--- config.mk ---
export PLATFORM = sky130hd
export DESIGN_NAME = ps2_host_tx_flat
export DESIGN_NICKNAME = d
export VERILOG_FILES = /design/src/rtl/ps2_host_tx_pkg.sv /design/src/rtl/ps2_host_tx_if.sv /design/src/rtl/ps2_host_tx_clk_filter.sv /design/src/rtl/ps2_host_tx.sv /design/src/flat_wrapper.sv
export SDC_FILE = /design/constraint.sdc
export NUM_CORES = 1
export LEC_CHECK = 0
export ABC_AREA = 1
export ABC_CLOCK_PERIOD_IN_PS = 2200
export CAP_MARGIN = 25
export CORE_ASPECT_RATIO = 1.75
export CORE_MARGIN = 1.5
export CORE_UTILIZATION = 29
export CTS_CLUSTER_SIZE = 8
export DETAILED_ROUTE_END_ITERATION = 16
export GPL_TIMING_DRIVEN = 1
export PLACE_DENSITY = 0.53
export SYNTH_ARGS = -nofsm -noshare
export SYNTH_HDL_FRONTEND = slang
export SYNTH_SLANG_ARGS = --single-unit
--- constraint.sdc ---
create_clock -name clk -period 2.2 [get_ports clk]
set_clock_uncertainty 0.15 [all_clocks]
set_input_delay 0.44 -clock clk [delete_from_list [all_inputs] [get_ports clk]]
set_output_delay 0.44 -clock clk [all_outputs]
set_load 0.02 [all_outputs]
--- src/rtl/ps2_host_tx_pkg.sv ---
// Shared PS/2 definitions: transmitter state encoding, default timing constants,
// clock-filter length shared with the receiver, and the frame parity helper.
package ps2_host_tx_pkg;

    localparam int unsigned PS2_INHIBIT_CYC = 12000;    // 120 us at 100 MHz
    localparam int unsigned PS2_TIMEOUT_CYC = 2000000;  // 20 ms at 100 MHz
    localparam int unsigned PS2_FILTER_LEN  = 8;

    typedef enum logic [2:0] {
        ST_IDLE  = 3'd0,
        ST_RTS   = 3'd1,
        ST_START = 3'd2,
        ST_DATA  = 3'd3,
        ST_STOP  = 3'd4
    } tx_state_e;

    // PS/2 frames carry odd parity over the eight data bits.
    function automatic logic odd_parity(input logic [7:0] b);
        return ~^b;
    endfunction

endpackage

--- src/rtl/ps2_host_tx_if.sv ---
// Host-side bundle of the PS/2 transmitter: command request, sampled lines,
// open-drain enables and status pulses.
interface ps2_host_tx_if;

    logic       wr_ps2;
    logic [7:0] din;
    logic       ps2c_in;
    logic       ps2d_in;
    logic       ps2c_oe;
    logic       ps2d_oe;
    logic       tx_idle;
    logic       tx_done_tick;
    logic       tx_err;

    modport master (
        output wr_ps2, din, ps2c_in, ps2d_in,
        input  ps2c_oe, ps2d_oe, tx_idle, tx_done_tick, tx_err
    );

    modport slave (
        input  wr_ps2, din, ps2c_in, ps2d_in,
        output ps2c_oe, ps2d_oe, tx_idle, tx_done_tick, tx_err
    );

endinterface

--- src/rtl/ps2_host_tx_clk_filter.sv ---
// Glitch filter for the PS/2 clock line: the filtered clock changes only after
// FILTER_LEN identical samples, and fall_edge_o flags its 1->0 transition.
module ps2_clk_filter
    import ps2_host_tx_pkg::*;
#(
    parameter int unsigned FILTER_LEN = PS2_FILTER_LEN
) (
    input  logic clk,
    input  logic reset,
    input  logic ps2c_i,
    output logic fall_edge_o
);

    logic [FILTER_LEN-1:0] sh_q, sh_d;
    logic                  filt_q, filt_d;

    assign sh_d = {ps2c_i, sh_q[FILTER_LEN-1:1]};

    always_comb begin
        filt_d = filt_q;
        if (sh_q == {FILTER_LEN{1'b1}}) begin
            filt_d = 1'b1;
        end else if (sh_q == {FILTER_LEN{1'b0}}) begin
            filt_d = 1'b0;
        end
    end

    always_ff @(posedge clk or negedge reset) begin
        if (!reset) begin
            sh_q   <= '0;
            filt_q <= 1'b0;
        end else begin
            sh_q   <= sh_d;
            filt_q <= filt_d;
        end
    end

    // Flag the edge one cycle early, from the value about to be registered.
    assign fall_edge_o = filt_q & ~filt_d;

endmodule

--- src/rtl/ps2_host_tx.sv ---
// PS/2 host-to-device transmitter: holds ps2c low for request-to-send, then
// shifts {parity, din} out on device clock falls. Define PS2_TX_TIMEOUT_EN for a watchdog abort.
module ps2_host_tx
    import ps2_host_tx_pkg::*;
#(
    parameter int unsigned INHIBIT_CYC = PS2_INHIBIT_CYC,
    parameter int unsigned FILTER_LEN  = PS2_FILTER_LEN,
    parameter int unsigned TIMEOUT_CYC = PS2_TIMEOUT_CYC
) (
    input  logic         clk,
    input  logic         reset,
    ps2_host_tx_if.slave bus
);

    localparam int unsigned C_W = (INHIBIT_CYC > 1) ? $clog2(INHIBIT_CYC) : 1;

    tx_state_e      state_q, state_d;
    logic [C_W-1:0] c_q, c_d;
    logic [3:0]     n_q, n_d;
    logic [8:0]     b_q, b_d;
    logic           fall_edge;
    logic           done_tick;
    logic           err_tick;
    logic           unused_sink;

    ps2_clk_filter #(
        .FILTER_LEN (FILTER_LEN)
    ) u_clk_filter (
        .clk         (clk),
        .reset       (reset),
        .ps2c_i      (bus.ps2c_in),
        .fall_edge_o (fall_edge)
    );

`ifdef PS2_TX_TIMEOUT_EN
    localparam int unsigned WD_W = (TIMEOUT_CYC > 1) ? $clog2(TIMEOUT_CYC) : 1;
    localparam logic [WD_W-1:0] WD_RELOAD = WD_W'(TIMEOUT_CYC - 1);

    logic [WD_W-1:0] wd_q, wd_d;
    logic            framing;

    assign framing = (state_q == ST_START) || (state_q == ST_DATA) || (state_q == ST_STOP);
`endif

    always_comb begin
        state_d   = state_q;
        c_d       = c_q;
        n_d       = n_q;
        b_d       = b_q;
        done_tick = 1'b0;
        err_tick  = 1'b0;
`ifdef PS2_TX_TIMEOUT_EN
        wd_d      = wd_q;
`endif
        case (state_q)
            ST_IDLE: begin
                if (bus.wr_ps2) begin
                    b_d     = {odd_parity(bus.din), bus.din};
                    c_d     = C_W'(INHIBIT_CYC - 1);
                    state_d = ST_RTS;
                end
            end
            ST_RTS: begin
                if (c_q == '0) begin
                    state_d = ST_START;
                end else begin
                    c_d = c_q - 1'b1;
                end
            end
            ST_START: begin
                if (fall_edge) begin
                    n_d     = 4'd8;
                    state_d = ST_DATA;
                end
            end
            ST_DATA: begin
                if (fall_edge) begin
                    b_d = {1'b0, b_q[8:1]};
                    if (n_q == 4'd0) begin
                        state_d = ST_STOP;
                    end else begin
                        n_d = n_q - 4'd1;
                    end
                end
            end
            ST_STOP: begin
                if (fall_edge) begin
                    done_tick = 1'b1;
                    state_d   = ST_IDLE;
                end
            end
            default: state_d = ST_IDLE;
        endcase
`ifdef PS2_TX_TIMEOUT_EN
        // A device edge counts as progress even if it lands on the expiry cycle.
        if (state_q == ST_RTS && c_q == '0) begin
            wd_d = WD_RELOAD;
        end else if (framing) begin
            if (fall_edge) begin
                wd_d = WD_RELOAD;
            end else if (wd_q == '0) begin
                err_tick = 1'b1;
                state_d  = ST_IDLE;
            end else begin
                wd_d = wd_q - 1'b1;
            end
        end
`endif
    end

    always_ff @(posedge clk or negedge reset) begin
        if (!reset) begin
            state_q <= ST_IDLE;
            c_q     <= '0;
            n_q     <= '0;
        end else begin
            state_q <= state_d;
            c_q     <= c_d;
            n_q     <= n_d;
        end
    end

    always_ff @(posedge clk) begin
        b_q <= b_d;
    end

`ifdef PS2_TX_TIMEOUT_EN
    always_ff @(posedge clk or negedge reset) begin
        if (!reset) begin
            wd_q <= '0;
        end else begin
            wd_q <= wd_d;
        end
    end

    assign bus.tx_err = err_tick;
`else
    assign bus.tx_err = 1'b0;
`endif

    // Open-drain enables decode straight from the state register, so reset releases both lines at once.
    assign bus.ps2c_oe      = (state_q == ST_RTS);
    assign bus.ps2d_oe      = (state_q == ST_START) || ((state_q == ST_DATA) && !b_q[0]);
    assign bus.tx_idle      = (state_q == ST_IDLE);
    assign bus.tx_done_tick = done_tick;

    assign unused_sink = bus.ps2d_in ^ err_tick ^ (TIMEOUT_CYC == 0);

endmodule

--- src/flat_wrapper.sv ---
// flat-port wrapper written by rule: the top's interface ports become plain ports
module ps2_host_tx_flat import ps2_host_tx_pkg::*;
#(
    parameter int unsigned INHIBIT_CYC = PS2_INHIBIT_CYC,
    parameter int unsigned FILTER_LEN  = PS2_FILTER_LEN,
    parameter int unsigned TIMEOUT_CYC = PS2_TIMEOUT_CYC
)
  (clk, reset, bus_wr_ps2, bus_din, bus_ps2c_in, bus_ps2d_in, bus_ps2c_oe, bus_ps2d_oe, bus_tx_idle, bus_tx_done_tick, bus_tx_err);
  ps2_host_tx_if bus_i ();
  input  logic clk;
  input  logic reset;
  input wire logic [$bits(bus_i.wr_ps2)-1:0] bus_wr_ps2;
  input wire logic [$bits(bus_i.din)-1:0] bus_din;
  input wire logic [$bits(bus_i.ps2c_in)-1:0] bus_ps2c_in;
  input wire logic [$bits(bus_i.ps2d_in)-1:0] bus_ps2d_in;
  output wire logic [$bits(bus_i.ps2c_oe)-1:0] bus_ps2c_oe;
  output wire logic [$bits(bus_i.ps2d_oe)-1:0] bus_ps2d_oe;
  output wire logic [$bits(bus_i.tx_idle)-1:0] bus_tx_idle;
  output wire logic [$bits(bus_i.tx_done_tick)-1:0] bus_tx_done_tick;
  output wire logic [$bits(bus_i.tx_err)-1:0] bus_tx_err;
  assign bus_i.wr_ps2 = bus_wr_ps2;
  assign bus_i.din = bus_din;
  assign bus_i.ps2c_in = bus_ps2c_in;
  assign bus_i.ps2d_in = bus_ps2d_in;
  assign bus_ps2c_oe = bus_i.ps2c_oe;
  assign bus_ps2d_oe = bus_i.ps2d_oe;
  assign bus_tx_idle = bus_i.tx_idle;
  assign bus_tx_done_tick = bus_i.tx_done_tick;
  assign bus_tx_err = bus_i.tx_err;
  ps2_host_tx #(.INHIBIT_CYC(INHIBIT_CYC), .FILTER_LEN(FILTER_LEN), .TIMEOUT_CYC(TIMEOUT_CYC)) u_core (.clk(clk), .reset(reset), .bus(bus_i));
endmodule
==> run_summary.xml, run 1 <==
<?xml version="1.0" encoding="UTF-8"?>
<metrics>
  <group name="run_status">
    <metric name="run_status" unit="">completed</metric>
  </group>
  <group name="cts">
    <metric name="clock_tree.htree_level_count" unit="">2</metric>
    <metric name="ctsRootBufferMaster" unit="">clkbuf_16</metric>
    <metric name="clkLatencyLatePin" unit="ns">0.28</metric>
    <metric name="clock_sinks" unit="">39</metric>
    <metric name="cts_hold_buffers" unit="">0</metric>
    <metric name="tritoncts" unit="">done</metric>
    <metric name="cts_max_path_buffers" unit="">2</metric>
    <metric name="cts.clk_slew.worst_paths" unit="ns">0.06</metric>
    <metric name="numCtsBuffers" unit="">5</metric>
  </group>
  <group name="logic_synthesis">
    <metric name="synthDistinctLibCells" unit="">28</metric>
    <metric name="synth_nets" unit="">296</metric>
    <metric name="yosysTopAreaCellShare" unit="">0.345</metric>
    <metric name="mappedNetlistArea" unit="µm²">2180</metric>
    <metric name="synth_warnings" unit="">0</metric>
    <metric name="ys_seq_area_frac" unit="">0.469</metric>
    <metric name="postSynthAreaPerCell" unit="µm²">7.80</metric>
    <metric name="synth_top_area_cell" unit="">dfrtp_1</metric>
    <metric name="ys_top_cells_by_area" unit="">dfrtp_1, nand2_1, edfxtp_1</metric>
    <metric name="post_synthesis_instance_total" unit="">279</metric>
    <metric name="flop_and_latch_count_out_of_synthesis" unit="">39</metric>
  </group>
  <group name="route">
    <metric name="routed-via-count" unit="">1740</metric>
    <metric name="postRouteWirelength" unit="mm">4.39</metric>
    <metric name="avgViaCountPerCell" unit="">4.47</metric>
    <metric name="routed_wire_length_per_instance" unit="µm">11.3</metric>
    <metric name="detailedRoute.firstPassIterationCount" unit="">4</metric>
    <metric name="remaining_drc_errors" unit="">0</metric>
    <metric name="drt_iter0_markers" unit="">41</metric>
    <metric name="antenna_left" unit="">0</metric>
  </group>
  <group name="grt">
    <metric name="first_global_vias" unit="">1754</metric>
    <metric name="grt_first_pass_wirelength" unit="mm">7.80</metric>
    <metric name="grt_overflow_total" unit="">0</metric>
    <metric name="grtUsageTotal" unit="">0.126</metric>
    <metric name="initial_antenna_violation_count" unit="">0</metric>
    <metric name="maximum_number_of_pins_on_one_net_before_global_route_repair" unit="">31</metric>
  </group>
  <group name="critical_path">
    <metric name="worst-r2r-setup-slack" unit="ns">0.31</metric>
    <metric name="cp_data_required_time" unit="ns">1.61</metric>
    <metric name="worst-r2r-cell-count" unit="">7</metric>
    <metric name="startpoint_type" unit="">register</metric>
    <metric name="r2r-start" unit="">u_core.u_clk_filter.sh_q[7]</metric>
    <metric name="cp_cell_sequence" unit="">inv_1 &gt; nand2_2 &gt; nor2_4 &gt; inv_2 &gt; o21ai_0 &gt; dlygate4sd2_1</metric>
    <metric name="critPathKind" unit="">register to primary output</metric>
    <metric name="critPathSlowestCell" unit="">dfrtp_1</metric>
    <metric name="timing.critical_path.fanout_max" unit="">4</metric>
    <metric name="setup.worst_path.start" unit="">u_core.state_q[2]</metric>
    <metric name="rr_endpoint" unit="">u_core.b_q[5]</metric>
    <metric name="crit_path_max_incr_delay" unit="ns">0.40</metric>
    <metric name="crit_end" unit="">bus_ps2d_oe</metric>
    <metric name="endpoint_kind" unit="">primary output</metric>
    <metric name="crit_arrival" unit="ns">1.52</metric>
  </group>
  <group name="placement">
    <metric name="io_buffers" unit="">15</metric>
    <metric name="place.detailed.hpwl" unit="mm">3.26</metric>
    <metric name="routabilityCongestion" unit="">0.794</metric>
  </group>
  <group name="layout">
    <metric name="filler_cell_count" unit="">767</metric>
    <metric name="num-nets-final" unit="">319</metric>
    <metric name="post_route_cells_drive_above_1_share" unit="">0.116</metric>
    <metric name="flow.area_growth_from_synthesis" unit="%">19.7</metric>
    <metric name="final_cell_mix" unit="">nand2_1, nor2_1, dfrtp_1, nand3_1, inv_1</metric>
    <metric name="diodes" unit="">0</metric>
    <metric name="layout.cells.most_common" unit="">nand2_1</metric>
  </group>
  <group name="floorplan">
    <metric name="initial_core_utilization" unit="">0.301</metric>
    <metric name="chipHeight" unit="µm">118</metric>
    <metric name="rows" unit="">41</metric>
    <metric name="io_pins" unit="">18</metric>
    <metric name="die_width" unit="µm">68.5</metric>
    <metric name="area_of_the_placeable_core" unit="µm²">7230</metric>
    <metric name="design.die.area" unit="µm²">8060</metric>
  </group>
  <group name="sta">
    <metric name="min_period_over_period" unit="">0.957</metric>
    <metric name="whs" unit="ns">0.250</metric>
    <metric name="setup_violations" unit="">0</metric>
    <metric name="fin_crit" unit="ns">2.11</metric>
    <metric name="maxClockFrequency" unit="GHz">0.475</metric>
    <metric name="timing_max_transition_violations_final" unit="">0</metric>
    <metric name="grt_setup_unrepaired" unit="">false</metric>
    <metric name="hold_violations" unit="">0</metric>
    <metric name="timing.setup.tns" unit="ns">0</metric>
  </group>
  <group name="pwr">
    <metric name="leakagePower" unit="µW">0.00124</metric>
    <metric name="power_per_unit_of_standard_cell_area" unit="nW/µm²">856</metric>
    <metric name="irDropWorstVdd" unit="mV">0.359</metric>
  </group>
  <group name="run">
    <metric name="cap_viol_max_count" unit="">0</metric>
  </group>
  <group name="hold_path">
    <metric name="worstHoldPathType" unit="">register to register</metric>
    <metric name="min_delay_path_depth" unit="">0</metric>
  </group>
</metrics>
==> synth_stat cells <==
cell and count:
buf_4 1, xor2_1 5, o21ai_1 8, nand3_2 1, a21boi_1 1, dfrtp_1 30
nand3_1 22, or2_0 1, nand3b_1 2, ha_1 4, nor2_2 4, edfxtp_1 9
o21ai_0 7, buf_2 3, nand3_4 1, nor2_1 30, nand2_2 4, inv_2 6
o21bai_1 2, nor2_4 3, conb_1 1, buf_6 2, o21a_1 1, a21oi_1 1
nand2_1 99, inv_1 21, nand4_1 5, xnor2_1 5
==> per-layer routing <==
layer / vias to the layer above / track usage / share of wire
li1: 924 / - / -
met1: 782 / 0.136 / 0.41
met2: 26 / 0.226 / 0.54
met3: 8 / 0.0277 / 0.030
met4: 0 / 0.0488 / 0.018
met5: - / 0 / 0
==> metrics by stage <==
step | area [µm²] | power [µW] | worst slack [ns] | utilization | cells
global placement | 2440 | 1410 | 0.103 | 0.338 | 381
detailed placement | 2440 | 1420 | 0.124 | 0.338 | 381
finish | 2610 | 2230 | 0.0946 | 0.360 | 389
floorplan | 2180 | 1280 | 0.253 | - | 279
global route | 2610 | 2360 | 0.0206 | 0.360 | 389
CTS | 2610 | 2260 | 0.0427 | 0.360 | 389
==> registers in the layout, summed over array words and instances (netlist names) <==
register and flops:
u_core.c_q 14, u_core.b_q 9, u_core.u_clk_filter.sh_q 8, u_core.n_q 4
u_core.state_q 3, u_core.u_clk_filter.filt_q 1
==> how the worst min path moves through the flow <==
stage | start | to
3_3_place_gp | u_core.u_clk_filter.sh_q[4] | u_core.u_clk_filter.sh_q[3]
6_report | u_core.u_clk_filter.sh_q[4] | u_core.u_clk_filter.sh_q[3]
5_1_grt | u_core.u_clk_filter.sh_q[5] | u_core.u_clk_filter.sh_q[4]
4_1_cts | u_core.u_clk_filter.sh_q[1] | u_core.u_clk_filter.sh_q[0]
2_1_floorplan | reset | u_core.c_q[0]
3_5_place_dp | u_core.u_clk_filter.sh_q[7] | u_core.u_clk_filter.sh_q[6]
==> timing repair <==
item                       in CTS  in global routing
cloned                          0                  0
setup endpoints to repair       3                  2
gates resized for setup         3                  3
buffers inserted                0                  0
==> area by class of cell <==
type / instances / area [µm²] / share of cell area
inverter: 27 / 101 / 0.0389
tap: 86 / 108 / 0.0413
clock inverter: 3 / 43.8 / 0.0168
timing repair buffer: 22 / 198 / 0.0759
sequential: 39 / 1020 / 0.392
clock buffer: 5 / 125 / 0.0480
multi-input combinational: 207 / 1010 / 0.387
==> worst max-delay path, delay by kind of cell, from the launching register on <==
kind | cells | cell delay [ns]
compound gates | 1 | 0.17
buf+inv | 3 | 0.47
simple gates | 2 | 0.18
flops | 1 | 0.40
==> where the power goes <==
part | internal, µW | switching [µW]
clock network | 535 | 299
registers | 828 | 88.6
logic | 178 | 301
==> kinds of logic (layout without fill, tap and decap cells) <==
group	count (synthesis)	in the layout	share of synthesized area
buffers and inverters	33	57	0.0672
adders and majority gates	4	4	0.0230
AOI/OAI and AO/OA	20	20	0.0506
xor gates and xnor gates	10	10	0.0402
DFF	39	39	0.469
and+or+nand+nor	172	172	0.348
other	1	1	0.00172
No activity file was read; power rests on OpenSTA's default activity.
==> run 2, diff against run 1 <==
--- a/config.mk
+++ b/config.mk
@@ -14,7 +14,7 @@
 export CTS_CLUSTER_SIZE = 8
 export DETAILED_ROUTE_END_ITERATION = 16
 export GPL_TIMING_DRIVEN = 1
-export PLACE_DENSITY = 0.53
+export PLACE_DENSITY = 0.44
 export SYNTH_ARGS = -nofsm -noshare
 export SYNTH_HDL_FRONTEND = slang
 export SYNTH_SLANG_ARGS = --single-unit
==> run 2 against run 1 <==
  * Count of clock-buffer cells in the layout did not move
  * Power rose by 5.9%
  * Sequential power rose by 0.4%
  * Combinational power rose by 2%
  * Final area rose by 1.3%
  * Register-to-register slack improved by 0.07 ns
  * Global-route usage rose by 0.80 points
  * Clock power rose by 14%
  * Flip-flop and latch count did not move
  * Sequential share of layout area fell by 0.52 points
  * Critical path type unchanged
  * Largest power group is now clock
==> run_summary.xml, run 2 (synthesis results as in run 1) <==
<?xml version="1.0" encoding="UTF-8"?>
<metrics>
  <group name="run_status">
    <metric name="run_status" unit="">completed</metric>
  </group>
  <group name="critical_path">
    <metric name="timing.critical_path.fanout_max" unit="">3</metric>
    <metric name="worst-r2r-setup-slack" unit="ns">0.38</metric>
    <metric name="cp_data_required_time" unit="ns">1.61</metric>
    <metric name="rr_endpoint" unit="">u_core.c_q[10]</metric>
    <metric name="cp_cell_sequence" unit="">nor2_1 &gt; nand2_1 &gt; nor2_1 &gt; nand3_1 &gt; nor2_1 &gt; clkdlybuf4s15_1</metric>
    <metric name="worst-r2r-cell-count" unit="">10</metric>
    <metric name="crit_path_max_incr_delay" unit="ns">0.39</metric>
    <metric name="r2r-start" unit="">u_core.state_q[2]</metric>
    <metric name="startpoint_type" unit="">register</metric>
    <metric name="critPathSlowestCell" unit="">dfrtp_1</metric>
    <metric name="crit_arrival" unit="ns">1.47</metric>
    <metric name="critical_path.most_common_cell" unit="">nor2_1</metric>
    <metric name="critPathKind" unit="">register to primary output</metric>
    <metric name="endpoint_kind" unit="">primary output</metric>
  </group>
  <group name="layout">
    <metric name="diodes" unit="">0</metric>
    <metric name="post_route_cells_drive_above_1_share" unit="">0.122</metric>
    <metric name="largest-register" unit="">u_core.c_q</metric>
    <metric name="number_of_flip_flops_under_the_largest_register_name" unit="">14</metric>
    <metric name="final-instance-count-excl-fill" unit="">390</metric>
    <metric name="top_regs" unit="">u_core.c_q: 14 flops, u_core.b_q: 9 flops, u_core.u_clk_filter.sh_q: 8 flops</metric>
    <metric name="layout.cells.most_common" unit="">nand2_1</metric>
    <metric name="final_cell_mix" unit="">nand2_1, dfrtp_1, nor2_1, nand3_1, inv_1</metric>
    <metric name="flow.area_growth_from_synthesis" unit="%">21.3</metric>
    <metric name="num-nets-final" unit="">320</metric>
  </group>
  <group name="cts">
    <metric name="ctsRootBufferMaster" unit="">clkbuf_16</metric>
    <metric name="tritoncts" unit="">done</metric>
    <metric name="clock_sinks" unit="">39</metric>
    <metric name="clkLatencyLatePin" unit="ns">0.28</metric>
    <metric name="clock_tree.htree_level_count" unit="">2</metric>
    <metric name="cts.clk_slew.worst_paths" unit="ns">0.06</metric>
    <metric name="cts_max_path_buffers" unit="">2</metric>
    <metric name="numCtsBuffers" unit="">5</metric>
  </group>
  <group name="route">
    <metric name="drt_iter0_markers" unit="">77</metric>
    <metric name="detailedRoute.firstPassIterationCount" unit="">4</metric>
    <metric name="avgViaCountPerCell" unit="">4.57</metric>
    <metric name="antenna_left" unit="">0</metric>
    <metric name="routed-via-count" unit="">1781</metric>
    <metric name="postRouteWirelength" unit="mm">4.70</metric>
    <metric name="routed_wire_length_per_instance" unit="µm">12.1</metric>
    <metric name="remaining_drc_errors" unit="">0</metric>
  </group>
  <group name="sta">
    <metric name="timing.setup.tns" unit="ns">0</metric>
    <metric name="min_period_over_period" unit="">0.937</metric>
    <metric name="fin_crit" unit="ns">2.06</metric>
    <metric name="setup_violations" unit="">0</metric>
    <metric name="grt_setup_unrepaired" unit="">false</metric>
    <metric name="timing_max_transition_violations_final" unit="">0</metric>
    <metric name="maxClockFrequency" unit="GHz">0.485</metric>
    <metric name="hold_violations" unit="">0</metric>
    <metric name="finalWorstSetupSlack" unit="ns">0.139</metric>
  </group>
  <group name="pwr">
    <metric name="power.share.sequential" unit="">0.390</metric>
    <metric name="irDropWorstVdd" unit="mV">0.391</metric>
    <metric name="leakagePower" unit="µW">0.00125</metric>
    <metric name="power.share.switching" unit="">0.298</metric>
    <metric name="power.combinational.fraction" unit="">0.207</metric>
    <metric name="power.switching" unit="µW">703</metric>
    <metric name="power_per_unit_of_standard_cell_area" unit="nW/µm²">894</metric>
    <metric name="p_int" unit="µW">1660</metric>
    <metric name="power.share.clock" unit="">0.403</metric>
  </group>
  <group name="grt">
    <metric name="maximum_number_of_pins_on_one_net_before_global_route_repair" unit="">31</metric>
    <metric name="grt_first_pass_wirelength" unit="mm">8.13</metric>
    <metric name="grt_overflow_total" unit="">0</metric>
    <metric name="grtUsageTotal" unit="">0.134</metric>
    <metric name="initial_antenna_violation_count" unit="">0</metric>
    <metric name="first_global_vias" unit="">1778</metric>
  </group>
  <group name="floorplan">
    <metric name="initial_core_utilization" unit="">0.301</metric>
    <metric name="design.die.area" unit="µm²">8060</metric>
    <metric name="chipHeight" unit="µm">118</metric>
    <metric name="rows" unit="">41</metric>
    <metric name="die_width" unit="µm">68.5</metric>
    <metric name="io_pins" unit="">18</metric>
    <metric name="area_of_the_placeable_core" unit="µm²">7230</metric>
  </group>
  <group name="hold_path">
    <metric name="min_delay_path_depth" unit="">0</metric>
    <metric name="min_to" unit="">u_core.u_clk_filter.sh_q[3]</metric>
    <metric name="worstHoldPathType" unit="">register to register</metric>
    <metric name="hold_path.startpoint" unit="">u_core.u_clk_filter.sh_q[4]</metric>
  </group>
  <group name="placement">
    <metric name="place.detailed.instances" unit="">382</metric>
    <metric name="dpl_worst_slack" unit="ns">0.126</metric>
    <metric name="place.detailed.hpwl" unit="mm">3.44</metric>
    <metric name="io_buffers" unit="">15</metric>
    <metric name="routabilityCongestion" unit="">0.744</metric>
  </group>
  <group name="run">
    <metric name="cap_viol_max_count" unit="">0</metric>
  </group>
</metrics>
==> run 2: through the flow <==
step                      hold slack [ns]  area (µm²)  utilization  power [µW]
after floorplan                  -0.00559        2180            -        1280
after global placement              0.232        2450        0.339        1420
after detailed placement            0.235        2450        0.339        1430
after CTS                           0.250        2640        0.365        2400
after global routing                0.265        2640        0.365        2520
final                               0.247        2640        0.365        2360
==> run 2: worst max-delay path by stage <==
stage	startpoint	endpoint	slack (ns)	cells past startpoint
global route	u_core.u_clk_filter.sh_q[4]	bus_tx_done_tick	0.0003	6
finish	u_core.u_clk_filter.sh_q[7]	bus_tx_done_tick	0.14	6
global placement	u_core.state_q[2]	bus_ps2d_oe	0.08	6
CTS	u_core.state_q[2]	bus_ps2c_oe	0.02	4
detailed placement	u_core.u_clk_filter.sh_q[7]	bus_tx_done_tick	0.13	6
floorplan	u_core.state_q[2]	bus_ps2d_oe	0.25	6
==> run 2: layout make-up <==
| type | instances | area, µm² |
|---|---|---|
| clock buffers | 5 | 125 |
| well taps | 86 | 108 |
| inverters | 27 | 101 |
| multi-input cells | 207 | 1010 |
| fillers | 776 | 4590 |
| clock inverters | 3 | 67.6 |
| repair buffers | 23 | 206 |
| flip-flops and latches | 39 | 1020 |
==> run 2: metal layers <==
metal	part of all wire	global-route usage	wire (µm)	vias up
li1	-	-	-	924
met1	0.41	0.152	1930	826
met2	0.53	0.226	2500	22
met3	0.028	0.0296	131	9
met4	0.029	0.0663	136	0
met5	0	0	0	-
==> run 2: power groups by stage <==
stage	registers [µW]	logic [µW]	clock network, µW
floorplan	908	376	0
global placement	934	487	0
detailed placement	937	489	0
CTS	923	493	984
global route	935	576	1010
finish	921	488	952
==> run 2: what timing repair did <==
| item | in CTS | in global routing |
|---|---|---|
| resized for setup | 4 | 5 |
| endpoints found under the setup margin | 3 | 3 |
| cloned | 0 | 0 |
| hold buffers | 0 | 0 |
| buffers inserted | 0 | 0 |
==> run 2: critical path: cells and delay by family (launching register included) <==
kind                   cells  cell delay, ns
buffers and inverters      1            0.31
flip-flops                 1            0.39
AND/OR/NAND/NOR            5            0.48
